$ cat src/rtl/cpu_pkg.sv
// Shared datapath defaults and register-index helpers for decode, issue and the register bank.
// Declarations only: no latency and no backpressure apply.
package cpu_pkg;

  localparam int DATA_W_DEF   = 64;
  localparam int NUM_REGS_DEF = 32;

  function automatic int reg_aw(input int n);
    return (n < 2) ? 1 : $clog2(n);
  endfunction

  localparam int REG_AW_DEF = $clog2(NUM_REGS_DEF);

  typedef logic [REG_AW_DEF-1:0] reg_idx_t;

endpackage

$ cat src/rtl/regfile_scoreboard.sv
// Per-register pending-write bits with the reserve/write/flush priority and per-port busy flags.
// Busy is combinational from sel_r (0 cycles); updates land at the next posedge; no backpressure.
module regfile_scoreboard
  import cpu_pkg::*;
#(
  parameter int NUM_REGS = NUM_REGS_DEF,
  parameter int NUM_RD   = 2,
  parameter int ZERO_REG = 1,
  parameter int BYPASS   = 1,
  parameter int AW       = reg_aw(NUM_REGS)
) (
  input  logic                 clk,
  input  logic                 rst_n,
  input  logic                 write,
  input  logic [AW-1:0]        sel_w,
  input  logic                 reserve,
  input  logic [AW-1:0]        sel_rsv,
  input  logic                 flush,
  input  logic [NUM_RD*AW-1:0] sel_r,
  output logic [NUM_RD-1:0]    busy
);

  logic [NUM_REGS-1:0] pending_q;
  logic [NUM_REGS-1:0] pending_d;

  // A retiring write clears first; a newer reservation to the same index overrides it.
  always_comb begin
    pending_d = pending_q;
    if (write) begin
      pending_d[sel_w] = 1'b0;
    end
    if (flush) begin
      pending_d = '0;
    end else if (reserve) begin
      pending_d[sel_rsv] = 1'b1;
    end
    if (ZERO_REG != 0) begin
      pending_d[0] = 1'b0;
    end
  end

  always_ff @(posedge clk or negedge rst_n) begin
    if (!rst_n) begin
      pending_q <= '0;
    end else begin
      pending_q <= pending_d;
    end
  end

  for (genvar i = 0; i < NUM_RD; i++) begin : g_busy
    logic [AW-1:0] idx;
    logic          resolved;
    assign idx      = sel_r[i*AW +: AW];
    assign resolved = (BYPASS != 0) && write && (sel_w == idx);
    assign busy[i]  = pending_q[idx] && !resolved && !((ZERO_REG != 0) && (idx == '0));
  end

endmodule

$ cat src/rtl/regfile_mp.sv
// Multi-read-port register file with same-cycle write forwarding and pending-write scoreboard.
// Reads are combinational (0 cycles), writes land at posedge; no internal stalls or backpressure.
module regfile_mp
  import cpu_pkg::*;
#(
  parameter int DATA_W   = DATA_W_DEF,
  parameter int NUM_REGS = NUM_REGS_DEF,
  parameter int NUM_RD   = 2,
  parameter int ZERO_REG = 1,
  parameter int BYPASS   = 1,
  localparam int AW      = reg_aw(NUM_REGS)
) (
  input  logic                     clk,
  input  logic                     rst_n,
  input  logic                     write,
  input  logic [AW-1:0]            sel_w,
  input  logic [DATA_W-1:0]        data_in,
  input  logic [NUM_RD*AW-1:0]     sel_r,
  output logic [NUM_RD*DATA_W-1:0] data_out,
  input  logic                     reserve,
  input  logic [AW-1:0]            sel_rsv,
  input  logic                     flush,
  output logic [NUM_RD-1:0]        busy
);

  logic [DATA_W-1:0] mem_q [NUM_REGS];
  logic              wr_en;
  logic              fwd_en;

  assign wr_en  = write && !((ZERO_REG != 0) && (sel_w == '0));
  // Forwarding is gated by reset so outputs stay all-zero while reset is held.
  assign fwd_en = (BYPASS != 0) && write && rst_n;

  always_ff @(posedge clk or negedge rst_n) begin
    if (!rst_n) begin
      for (int r = 0; r < NUM_REGS; r++) begin
        mem_q[r] <= '0;
      end
    end else if (wr_en) begin
      mem_q[sel_w] <= data_in;
    end
  end

  for (genvar i = 0; i < NUM_RD; i++) begin : g_rd
    logic [AW-1:0] idx;
    assign idx = sel_r[i*AW +: AW];
    assign data_out[i*DATA_W +: DATA_W] =
        ((ZERO_REG != 0) && (idx == '0)) ? '0 :
        (fwd_en && (sel_w == idx))       ? data_in :
                                           mem_q[idx];
  end

  regfile_scoreboard #(
    .NUM_REGS (NUM_REGS),
    .NUM_RD   (NUM_RD),
    .ZERO_REG (ZERO_REG),
    .BYPASS   (BYPASS),
    .AW       (AW)
  ) u_scoreboard (
    .clk     (clk),
    .rst_n   (rst_n),
    .write   (write),
    .sel_w   (sel_w),
    .reserve (reserve),
    .sel_rsv (sel_rsv),
    .flush   (flush),
    .sel_r   (sel_r),
    .busy    (busy)
  );

endmodule

$ cat config.mk
export PLATFORM = sky130hd
export DESIGN_NAME = regfile_mp
export DESIGN_NICKNAME = d
export VERILOG_FILES = /design/src/rtl/cpu_pkg.sv /design/src/rtl/regfile_scoreboard.sv /design/src/rtl/regfile_mp.sv
export SDC_FILE = /design/constraint.sdc
export NUM_CORES = 2
export LEC_CHECK = 0
export CAP_MARGIN = 40
export CORE_UTILIZATION = 60
export DETAILED_ROUTE_END_ITERATION = 8
export MAX_ROUTING_LAYER = met4
export PLACE_DENSITY = 0.8
export SLEW_MARGIN = 0
export SYNTH_ARGS = -nofsm -noshare
export SYNTH_HDL_FRONTEND = slang
export SYNTH_SLANG_ARGS = --single-unit
$ cat constraint.sdc
create_clock -name clk -period 3.1 [get_ports clk]
set_input_delay 0.465 -clock clk [delete_from_list [all_inputs] [get_ports clk]]
set_output_delay 0.465 -clock clk [all_outputs]
set_load 0.1 [all_outputs]
Word-level counts from Yosys, hierarchy flattened
Index checks and enable logic that the tools add are counted.

Logic and storage cells: 96. Memories: 0. Bits in latches: 0. Memory bits (writable): 0. Register bits after elaboration: 2079. ROM bits: 0. Input port bits: 89.

Equality and inequality tests: 2. Mux-type cells: 24. Shifts and indexed selects: 0. Multiply operators: 0. Div/mod/pow operators: 0. Bitwise operators: 6. Reduce and logical (&&, ||, !) cells: 21. Magnitude comparators: 10. Add/subtract/negate cells: 0.

Operators with widths (number): bitwise mux 2048 bit (1); binary-select mux 64 bit (select 5 bit) (2); two-way mux 64 bit (9); demux 64 bit (select 5 bit) (1); two-way mux 32 bit (3); bitwise AND 32 bit (1); NOT 32 bit (1); bitwise OR 32 bit (1); < comparator 5 x 6 -> 1 bit, second input constant (4); >= comparator 6 bit, second input constant (3); NOT 5 -> 6 bit (3); logical NOT 5 bit (3); logical AND 1 bit (13); binary-select mux 1 bit (select 5 bit) (2); demux 1 bit (select 5 bit) (2); == test 5 bit (2); >= comparator 5 x 1 -> 1 bit, second input constant (2); < comparator 6 x 1 -> 1 bit, second input constant (1); logical NOT 1 bit (5); two-way mux 1 bit (4).

Depth between registers and ports, before layout
Depth in word-level cells: 10. Mapped depth: 11. Mapped depth without buffers: 5.

Hierarchy
From an unflattened synthesis, not the netlist that was laid out.

Cell total of the unflattened synthesis: 7384. Area, all modules: 110760.0 um^2.

Modules (own cells, without submodules): regfile_mp (cells an instance 7156, area each 108634.2 um^2, times used 1); regfile_scoreboard (cells an instance 228, area each 2125.8 um^2, times used 1).

Least setup slack after synthesis
No wires, ideal clock.

Path kind: input-to-output. From: input sel_r[7]. To: output data_out[65]. Path buffers: 4. Required time: 2635 ps. Setup slack: -1359 ps. Stages on the path: 7. Data arrival time: 3994 ps. Path through: buf_2 clkbuf_1 buf_1 buf_2 mux4_2 a21oi_1 o21ai_0.

Word-level cells in the longest chain between the ends: 6.

Ends and longest elaborated chain: from (decl) (line regfile_mp.sv:18) `input logic [NUM_RD*AW-1:0] sel_r,`; NOT 5 -> 6 bit (implied by the code) (line regfile_mp.sv:50) `mem_q[idx];`; binary-select mux 64 bit (select 5 bit) (line regfile_mp.sv:50); two-way mux 64 bit (implied by the code) (2 in series) (line regfile_mp.sv:50); two-way mux 64 bit (line regfile_mp.sv:49) `(fwd_en && (sel_w == idx)) ? data_in :`; two-way mux 64 bit * (line regfile_mp.sv:48) `((ZERO_REG != 0) && (idx == '0)) ? '0 :`; to (decl) (line regfile_mp.sv:19) `output logic [NUM_RD*DATA_W-1:0] data_out,`.

Mark *: on every way between the ends. The rest lies on a longest branch, timed or not. The select of a mux whose other input is x is not followed.

Worst setup path in the final report
From: register mem_q[322] (netlist bit). To: output data_out[2].

Word-level cells in the longest chain between the ends: 5.

Ends and longest elaborated chain: from (decl) (line regfile_mp.sv:26) `logic [DATA_W-1:0] mem_q [NUM_REGS];`; from (signal, indexed assignment) (line regfile_mp.sv:40) `mem_q[sel_w] <= data_in;`; binary-select mux 64 bit (select 5 bit) (line regfile_mp.sv:50); two-way mux 64 bit (implied by the code) (2 in series) (line regfile_mp.sv:50); two-way mux 64 bit (line regfile_mp.sv:49); two-way mux 64 bit (line regfile_mp.sv:48).

Every way passes these cells. The select of a mux whose other input is x is not followed.

==> impl_metrics.toml <==
[worst_setup_path]
critical_path_class = "flop to output port"
worstSetupStartpoint = "mem_q[322]"
crit_required_ns = 2.63
arrival_ns = 3.03
r2r-end = "mem_q[1129]"
reg2regPathDepth = 3
r2r-start = "mem_q[1129]"
critPathCaptureType = "output port"
start_kind = "flop"
r2r_setup_slack_ns = 2.04
crit_fanout = 2
endpoint = "data_out[2]"

[synthesis]
synth-xor-area-share = 0.000797
synthMuxAreaShare = 0.436
synthDistinctLibCells = 51
synth-main-ff-cell = "dfrtp_1"
syn_area_mm2 = 0.110
synth_top_cell_by_area = "dfrtp_1"
synth_top_area_frac = 0.473
avgSynthCellArea_um2 = 15.3
seq_area_frac_synth = 0.473
ys_ff_latch = 2079
postSynth.asyncResetShare = 1.00
yosys.area_share.simple = 0.0181
synth_most_common_cell = "dfrtp_1"
synth_adder_area_share = 0
ys_top_cells_by_area = "dfrtp_1 (47%), mux4_2 (22%), mux2_2 (19%)"
synth_edf_count = 0
syn_inst = 7162
syn_nets = 7251
ys_warn_count = 0
ys_top_cells_by_count = "dfrtp_1 (2079), mux2_2 (1840), mux4_2 (1050), clkbuf_1 (557), buf_2 (207)"
synth_top_family_by_area = "multiplexers"
synth_compound_area_frac = 0.0381

[power_and_ir_drop]
powerDensity_mw_per_mm2 = 643
p_leak_nw = 58.3
ir_drop_mv = 0.547

[place]
place_congestion = 0.922
dp_hpwl_um = 220000
dp_cells = 9575
placed_area_mm2 = 0.121
port_buffers = 218

[cts]
clk_pin_slew_ns = 0.06
root_buffer = "clkbuf_16"
cts_max_level = 4
cts_tree = "built"
clkSinkCount = 2079
clk_path_buf_depth = 3
cts_buffers = 212
clk_latency_ns = 0.85

[global_routing]
grt_pass1_wl_um = 533000
grt_max_degree = 196
grt_pass1_vias = 79600
antenna_found_initial = 8
track_usage = 0.405
gr-total-overflow = 0

[routing]
totalWireLength_um = 361000
ant_nets = 0
route.detailed.drc = 0
initialDrtViolationCount = 9021
drtPass1Iterations = 6
wl_per_cell_um = 35.2
via_count = 75700
vias_per_cell = 7.39

[cells_and_area]
syn_to_final_growth_pct = 20.7
drive_gt1_frac = 0.596
instances_no_fill = 10200
utilization = 0.732
fin_area_mm2 = 0.133
finalNetCount = 7765

[floorplanning]
start_util = 0.606
core_area_mm2 = 0.181
ios = 219
rows = 156
fp.dieH_um = 430
die_w_um = 430
fp.dieArea_mm2 = 0.185

[timing]
fin_crit_sh = 1.13
clock-skew-final_ns = 0
worst_pin_slew_ns = 1.27
hold_violations = 0
setup_ws_ns = -0.394
max_freq_mhz = 286
timing.hold.ws_ns = 0.203
finalCriticalPeriod_ns = 3.49
tns_ns = -16.81
setup_viol = 83
grt_setup_unrepaired = "true"
slew_headroom = 0.150
drv_slew = 0

[run]
cap_violations = 0

[status]
violations = "negative setup slack"
status = "finished, violations left"

[min_path]
hp-class = "input port to async pin"
-- stage by stage --
step | setup slack, ns | total power [W]
after floorplan | -0.603 | 0.0493
after global placement | -0.339 | 0.0548
after detailed placement | -0.379 | 0.0559
after CTS | -0.393 | 0.0844
after global routing | -0.400 | 0.0879
final | -0.394 | 0.0852
-- cell usage in the layout, fill, tap and decap left out, drive strengths merged, types with 2 or more instances in the layout --
master	netlist	layout
dfrtp	2079	2079
mux2	1986	1986
buf	294	1070
mux4	1050	1050
clkbuf	558	313
mux2i	189	189
nand2	178	178
o22ai	153	153
a32o	101	101
a22oi	99	99
a21oi	97	97
clkdlybuf4s50	0	71
nand2b	71	71
o221ai	60	60
nor2	53	53
clkinv	0	51
nor3	50	50
o21ai	39	39
bufinv	0	26
a22o	15	15
diode	0	14
nor3b	11	11
xnor2	10	10
nor4	10	10
nor2b	7	7
nand3b	6	6
nand3	6	6
inv	2	6
and3b	5	5
clkinvlp	0	5
dlygate4sd2	0	5
and2	5	5
a32oi	4	4
a211oi	4	4
and3	3	3
or2	3	3
bufbuf	0	2
or3b	2	2
or3	2	2
-- kinds of logic after synthesis --
group,count (synthesis)
flops,2079
compound gates,580
buf+inv,854
xor+xnor,10
simple gates,414
mux,3225
-- per-layer routing --
metal	global-route usage	share of wire
met4	0.277	0.078
met2	0.608	0.47
met3	0.0886	0.11
met1	0.496	0.34
met5	-	0
-- flip-flops by register name, summed over array words and instances (netlist names) --
signal                  cells
u_scoreboard.pending_q     31
mem_q                    2048
-- power by group --
group | internal [W] | total [W] | switching, W
Combinational | 0.0122 | 0.0216 | 0.00941
Clock | 0.0162 | 0.0275 | 0.0113
Sequential | 0.0322 | 0.0361 | 0.00388
-- worst max-delay path: stages (launching register included) --
cell and delay (ns):
dfrtp_1 0.41, mux4_2 0.52, mux4_2 0.50, nand2b_4 0.15
a32o_2 0.36, buf_12 0.19
-- area by class of cell --
| class | count | area (µm²) |
|---|---|---|
| antenna | 14 | 35.0 |
| clock buffer | 311 | 6280 |
| clock inverter | 86 | 1190 |
| fill | 10400 | 48700 |
| inverter | 2 | 10.0 |
| multi-input combinational | 4229 | 56200 |
| sequential | 2079 | 52000 |
| tap | 2370 | 2970 |
| timing repair buffer | 1152 | 14000 |
-- how the worst min path moves through the flow --
stage | from | end | slack, ns | cells after the start
finish | rst_n | mem_q[128] | 0.20 | 3
global route | rst_n | mem_q[128] | 0.21 | 3
CTS | rst_n | mem_q[128] | 0.17 | 3
detailed placement | rst_n | mem_q[1216] | 0.31 | 1
global placement | rst_n | mem_q[1216] | 0.30 | 1
floorplan | rst_n | mem_q[0] | 0.17 | 0
-- repair_timing --
item,in CTS,in global routing
setup buffers,209,76
pin swaps,156,79
gates cloned,2,2
hold buffers,2,0
setup endpoints to repair,128,123
gates resized for setup,185,122
hold endpoints to repair,482,0
Note: power is estimated with default switching activity, not from simulation.
